<file path="src/rtl/ray_hit_accumulator_pkg.sv">
// Shared ray-tracing hit types: fixed-point distance, hit record and hit-mode encoding.
package ray_hit_accumulator_pkg;

    typedef logic signed [15:0] Fixed;

    localparam Fixed FixedInf = 16'sh7fff;

    typedef enum logic {
        HitClosest = 1'b0,
        HitAny     = 1'b1
    } hit_mode_e;

    typedef struct packed {
        logic       bHit;
        Fixed       T;
        logic [7:0] prim;
    } HitData;

    localparam HitData HitNone = '{bHit: 1'b0, T: FixedInf, prim: 8'd0};

    // True when cand should replace cur; a tie keeps cur.
    function automatic logic hit_closer(input HitData cur, input HitData cand);
        return cand.bHit && (!cur.bHit || ($signed(cand.T) < $signed(cur.T)));
    endfunction

endpackage

</file>
<file path="src/rtl/ray_hit_accumulator_hit_min_tree.sv">
// Combinational closest-hit reduction over WIDTH lanes as a log2(WIDTH)-deep comparator tree.
module hit_min_tree
    import ray_hit_accumulator_pkg::*;
#(
    parameter int unsigned WIDTH = 4
) (
    input  HitData lanes [WIDTH],
    output HitData best
);

    localparam int unsigned Depth = $clog2(WIDTH);

    // Left operand always covers the lower lanes, so ties resolve to the lowest lane.
    for (genvar l = 0; l <= Depth; l++) begin : g_lvl
        HitData v [WIDTH >> l];
        if (l == 0) begin : g_leaf
            for (genvar i = 0; i < WIDTH; i++) begin : g_lane
                assign v[i] = lanes[i].bHit ? lanes[i] : HitNone;
            end
        end else begin : g_cmp
            for (genvar i = 0; i < (WIDTH >> l); i++) begin : g_pair
                assign v[i] = hit_closer(g_lvl[l-1].v[2*i], g_lvl[l-1].v[2*i+1]) ?
                              g_lvl[l-1].v[2*i+1] : g_lvl[l-1].v[2*i];
            end
        end
    end

    assign best = g_lvl[Depth].v[0];

endmodule

</file>
<file path="src/rtl/ray_hit_accumulator.sv">
// Accumulates per-beat hit results of one ray into a closest or first hit, with beat count and
// protocol-error reporting.
module ray_hit_accumulator
    import ray_hit_accumulator_pkg::*;
#(
    parameter int unsigned WIDTH     = 4,
    parameter int unsigned TAG_WIDTH = 4
) (
    input  logic                 clk,
    input  logic                 reset,
    input  logic                 in_valid,
    output logic                 in_ready,
    input  logic                 in_first,
    input  logic                 in_last,
    input  logic                 in_mode,
    input  logic [TAG_WIDTH-1:0] in_tag,
    input  HitData               in_hit [WIDTH],
    output logic                 out_valid,
    input  logic                 out_ready,
    output HitData               out_hit,
    output logic [TAG_WIDTH-1:0] out_tag,
    output logic [7:0]           out_beats,
    output logic                 out_err
);

    localparam logic [1:0] StIdle  = 2'd0;
    localparam logic [1:0] StAccum = 2'd1;
    localparam logic [1:0] StSkip  = 2'd2;
    localparam logic [1:0] StDone  = 2'd3;

    logic [1:0]           state_q, state_d;
    HitData               acc_q, acc_d;
    logic [TAG_WIDTH-1:0] tag_q, tag_d;
    hit_mode_e            mode_q, mode_d;
    logic [7:0]           beats_q, beats_d;
    logic                 err_q, err_d;
    logic                 pend_q, pend_d;

    HitData    beat_best;
    logic      accept;
    logic      start;
    logic [7:0] beats_inc;
    hit_mode_e in_mode_e;

    hit_min_tree #(
        .WIDTH(WIDTH)
    ) u_tree (
        .lanes(in_hit),
        .best (beat_best)
    );

    assign in_ready  = (state_q != StDone);
    assign accept    = in_valid && in_ready;
    assign beats_inc = (beats_q == 8'hff) ? 8'hff : beats_q + 8'd1;
    assign in_mode_e = hit_mode_e'(in_mode);

    always_comb begin
        state_d = state_q;
        acc_d   = acc_q;
        tag_d   = tag_q;
        mode_d  = mode_q;
        beats_d = beats_q;
        err_d   = err_q;
        pend_d  = pend_q;
        start   = 1'b0;
        case (state_q)
            StIdle: begin
                if (accept) begin
                    if (in_first) start = 1'b1;
                    else          pend_d = 1'b1;
                end
            end
            StAccum, StSkip: begin
                if (accept) begin
                    if (in_first) begin
                        // A new ray arriving mid-ray is a violation; it replaces the partial one.
                        start = 1'b1;
                        err_d = 1'b1;
                    end else begin
                        beats_d = beats_inc;
                        if (state_q == StAccum && hit_closer(acc_q, beat_best)) acc_d = beat_best;
                        if (in_last) begin
                            state_d = StDone;
                        end else if (state_q == StAccum && mode_q == HitAny && beat_best.bHit) begin
                            state_d = StSkip;
                        end
                    end
                end
            end
            default: begin
                if (out_ready) begin
                    state_d = StIdle;
                    err_d   = 1'b0;
                end
            end
        endcase
        if (start) begin
            acc_d   = beat_best;
            tag_d   = in_tag;
            mode_d  = in_mode_e;
            beats_d = 8'd1;
            if (state_q == StIdle) begin
                err_d  = pend_q;
                pend_d = 1'b0;
            end
            if (in_last)                              state_d = StDone;
            else if (in_mode_e == HitAny && beat_best.bHit) state_d = StSkip;
            else                                      state_d = StAccum;
        end
    end

    always_ff @(posedge clk or posedge reset) begin
        if (reset) begin
            state_q <= StIdle;
            acc_q   <= HitNone;
            tag_q   <= '0;
            mode_q  <= HitClosest;
            beats_q <= 8'd0;
            err_q   <= 1'b0;
            pend_q  <= 1'b0;
        end else begin
            state_q <= state_d;
            acc_q   <= acc_d;
            tag_q   <= tag_d;
            mode_q  <= mode_d;
            beats_q <= beats_d;
            err_q   <= err_d;
            pend_q  <= pend_d;
        end
    end

    assign out_valid = (state_q == StDone);
    assign out_hit   = acc_q;
    assign out_tag   = tag_q;
    assign out_beats = beats_q;
    assign out_err   = err_q;

endmodule

</file>
<file path="config.mk">
export PLATFORM = sky130hd
export DESIGN_NAME = ray_hit_accumulator
export DESIGN_NICKNAME = d
export VERILOG_FILES = /design/src/rtl/ray_hit_accumulator_pkg.sv /design/src/rtl/ray_hit_accumulator_hit_min_tree.sv /design/src/rtl/ray_hit_accumulator.sv
export SDC_FILE = /design/constraint.sdc
export NUM_CORES = 1
export LEC_CHECK = 0
export ABC_AREA = 1
export CAP_MARGIN = 10
export CORE_AREA = 5 5 112 114
export CTS_BUF_LIST = sky130_fd_sc_hd__clkbuf_2 sky130_fd_sc_hd__clkbuf_4 sky130_fd_sc_hd__clkbuf_8
export CTS_CLUSTER_DIAMETER = 120
export DETAILED_ROUTE_END_ITERATION = 7
export DIE_AREA = 0 0 117 119
export GPL_ROUTABILITY_DRIVEN = 0
export PLACE_DENSITY = 0.77
export REMOVE_ABC_BUFFERS = 1
export SETUP_SLACK_MARGIN = 0.5
export SYNTH_ARGS = -nofsm -noshare
export SYNTH_HDL_FRONTEND = slang
export SYNTH_HIERARCHICAL = 1
export SYNTH_SLANG_ARGS = --single-unit
</file>
<file path="constraint.sdc">
create_clock -name clk -period 1.9 [get_ports clk]
set_input_delay 0.57 -clock clk [delete_from_list [all_inputs] [get_ports clk]]
set_output_delay 0.57 -clock clk [all_outputs]
set_load 0.05 [all_outputs]
</file>
==> impl_results.md <==
- Via count of the first global-routing pass: ~7500
- Run status: finished, violations left
- Min-Delay Path Depth: 2
- Violations in the final reports: negative setup slack
- Start point of the worst hold path: out_hit[6]$_DFFE_PP0P_
- Sequential area share after synthesis: 0.2203
- Fin Hold WS: between 500 and 600 ps
- Most used cell along the critical path: sky130_fd_sc_hd__nand2_2
- Clk_lat worst skew: a little over 300 ps
- Longest individual stage delay on the worst path: ~320 ps
- Number of pins with negative max-slew slack in the final report: 0
- Clock root buffer: sky130_fd_sc_hd__clkbuf_8
- Setup ws final: -4696 ps
- Count of synthesis-stage warnings from yosys: 6
- Largest net degree at the start of global routing: 43
- Setup WS pre-CTS: -4473 ps
- R2r setup slk: -620 ps
- Final Critical Period: between 6000 and 7000 ps
- Number of synthesized register bits: 42
- Power density over the cells: roughly 1300 nW/um^2
- IO buf count: 150
- Die Area: approximately 14000 um^2
- Total of hold buffers inserted after clock tree synthesis: 0
- Cell Count Post-Placement: 1151
- Crit start category: primary input
- Average vias per placed instance: around 6.6
- Launch instance of the worst register-to-register path: out_hit[23]$_DFFE_PP0P_
- Mean post-synth cell area: approximately 6.4 um^2
- Die X-Extent: roughly 120 um
- Overall fraction of global-route tracks in use: 0.3355
- Starting DRC count in detailed routing: 1467
- Unrepaired setup endpoints after global routing: yes
- Standard-cell row count: 39
- Total wirelength of the detailed-routed design: between 30000 and 40000 um
- H-Tree Level Count: 2
- Initial standard-cell utilization of the core: 0.4289
- Category of the most critical setup path: primary input to flop
- Vias after detailed routing: about 8300
- Area overhead of the layout relative to synthesis: 109.9%
- Max frequency: 151.6 MHz
- Largest vdd supply drop: around 0.0013 V
- Clock-pin slew on the worst setup and hold paths: around 80 ps
- Clock tree from TritonCTS: done
- Fin. Hold Viols: 0
- Static Leak: ~4.9 nW
- Maximum root-to-sink buffer count: 2
- Transition at the pin with the smallest max-transition slack: about 500 ps
- Die H: about 120 um
- Class of the most critical hold timing path: flop to flop
- Terminating pin of the worst hold path: out_hit[6]$_DFFE_PP0P_
- Number of top-level pins: about 150
- Final setup violation count: 27
- Reg-to-Reg End: out_hit[9]$_DFFE_PP1P_
- Post-layout instance count excluding filler cells: 1271
- Post-detailed-placement half-perimeter wirelength: ~13000 um
- Avg WL per Cell: roughly 26 um
- Drc violations: 0
- Cell area after layout: a little over 10000 um^2
- Post-DRT Antenna Nets: 0
- Pre-antenna DRT Iters: 7
- Critical path data required time: 2150 ps
- Arrival time at the worst endpoint: between 6000 and 7000 ps
- Share of post-route cells with drive strength above 1: 0.5288
- Endpoint type of the worst setup path: flop
- Number of cells produced by synthesis: 760
- Critical-path maximum fanout: 8
- Count of nets after finishing: 1299
- Setup skew after layout: ~6.4 ps
- Worst Reg-to-Reg Cells: 13
- Total standard cell area after synthesis: between 4000 and 5000 um^2
- Number of buffers created by CTS: 5
- Worst max-slew margin expressed relative to the limit: 0.6700
- Unique cell type count in the Yosys netlist: 37
- Area of the core region: 11320 um^2
- Clock Sinks: 42
- Remaining global-route overflow: 0
- Global-route wire length before repair: around 37000 um
- Max-capacitance violation count: 0
- Initial antenna violation count: 0
- Critical-path top delay cell: sky130_fd_sc_hd__or2_2
- Number of fill cells: approximately 420
- Placed inst area: ~7500 um^2
- Post-route clock period utilization: 3.471
-- state kept, by name, summed over array words and instances (netlist names), named ones only --
| name | count |
|---|---|
| out_err | 1 |
| out_tag | 4 |
| state_q | 2 |
| out_hit | 25 |
| out_beats | 8 |
| mode_q | 1 |
-- worst max path at each step --
stage	slack [ps]	endpoint	start
floorplan	-4110	out_hit[24]$_DFFE_PP0P_	in_hit[24]
global placement	-4310	out_hit[13]$_DFFE_PP1P_	in_hit[74]
detailed placement	-4470	out_hit[11]$_DFFE_PP1P_	in_hit[74]
CTS	-3410	out_hit[1]$_DFFE_PP0P_	in_hit[74]
global route	-4770	out_hit[9]$_DFFE_PP1P_	in_hit[99]
finish	-4700	out_hit[9]$_DFFE_PP1P_	in_hit[16]
-- cells in the final DEF (no fill, tap or decap), types with 28 or more instances in the layout --
| cell type | count |
|---|---|
| sky130_fd_sc_hd__a21oi_2 | 28 |
| sky130_fd_sc_hd__buf_4 | 183 |
| sky130_fd_sc_hd__buf_6 | 55 |
| sky130_fd_sc_hd__clkdlybuf4s50_1 | 73 |
| sky130_fd_sc_hd__ha_4 | 37 |
| sky130_fd_sc_hd__inv_1 | 59 |
| sky130_fd_sc_hd__nand2_1 | 178 |
| sky130_fd_sc_hd__nand2_2 | 60 |
| sky130_fd_sc_hd__nand3_1 | 64 |
| sky130_fd_sc_hd__nand3_2 | 28 |
-- routing by layer --
| metal | vias to the layer above | GRT usage | wire (um) |
|---|---|---|---|
| met2 | 965 | 0.5743 | 14220 |
| met3 | 418 | 0.06744 | 4909 |
| li1 | 3219 | - | - |
| met5 | - | 0 | 0 |
| met1 | 3747 | 0.3762 | 10480 |
| met4 | 0 | 0.2043 | 3775 |
-- stage by stage --
step	utilization	setup TNS, ps	total power, mW
finish	0.9005	-122990	13.32
CTS	0.8158	-90110	10.65
floorplan	-	-112670	5.310
global route	0.9003	-124490	13.58
detailed placement	0.6634	-120050	8.216
global placement	0.6634	-116010	8.102
-- synth_stat cells (all sizes together) --
cell type    n  area [um^2]
o21ai       36        180.2
a2111oi      1        8.760
nand3       95        498.0
clkbuf      17        63.81
nor2        56        250.2
o221ai       1        8.760
dfstp       15        394.1
a21oi       41        205.2
inv         87        326.6
dfrtp       27        675.7
nand2      251        982.2
nor4         2        12.51
o21a        10        75.07
xor2         2        17.52
or2         27        168.9
nand3b       2        15.01
a22oi        2        15.01
buf         12        91.33
ha          62        775.7
o22ai        3        18.77
a31oi        1        6.260
nor3         3        20.02
o21bai       1        7.510
nand4        5        31.28
a211oi       1        7.510
-- power by group --
| part | switching [mW] | internal, mW |
|---|---|---|
| clock network | 0.360 | 0.407 |
| registers | 0.413 | 1.42 |
| logic | 6.08 | 4.64 |
| total | 6.85 | 6.47 |
-- worst max-delay path: cells and delay by family --
family	cells	cell delay, ps
and+or+nand+nor	32	3690
buffers and inverters	10	1420
AOI/OAI and AO/OA	4	650
adders and majority gates	2	480
-- area by class of cell --
cell class	instances	area [um^2]	area share
Timing Repair Buffer	380	3739	0.3667
Tap cell	143	178.9	0.01755
Clock buffer	6	76.32	0.007486
Inverter	87	350.3	0.03436
Sequential cell	42	1071	0.1051
Timing Repair inverter	2	15.01	0.001473
Clock inverter	2	37.54	0.003682
Multi-Input combinational cell	608	4725	0.4634
Antenna cell	1	2.502	0.0002455
-- cell families after synthesis --
group,Yosys count,synth area share
AND/OR/NAND/NOR,441,0.4074
buffers and inverters,116,0.09920
AO/OA/AOI/OAI,97,0.1098
adder cells (fa/ha/maj),62,0.1598
flip-flops,42,0.2203
XOR/XNOR,2,0.003608
-- repair_timing --
action                                 4_1_cts  5_1_grt
resized for setup                          277      174
setup buffers                               58       39
endpoints found under the hold margin        0        0
setup endpoints to repair                   78       82
pin swaps                                   78       66
cloned                                      13        1
(Power assumes the default switching activity.)
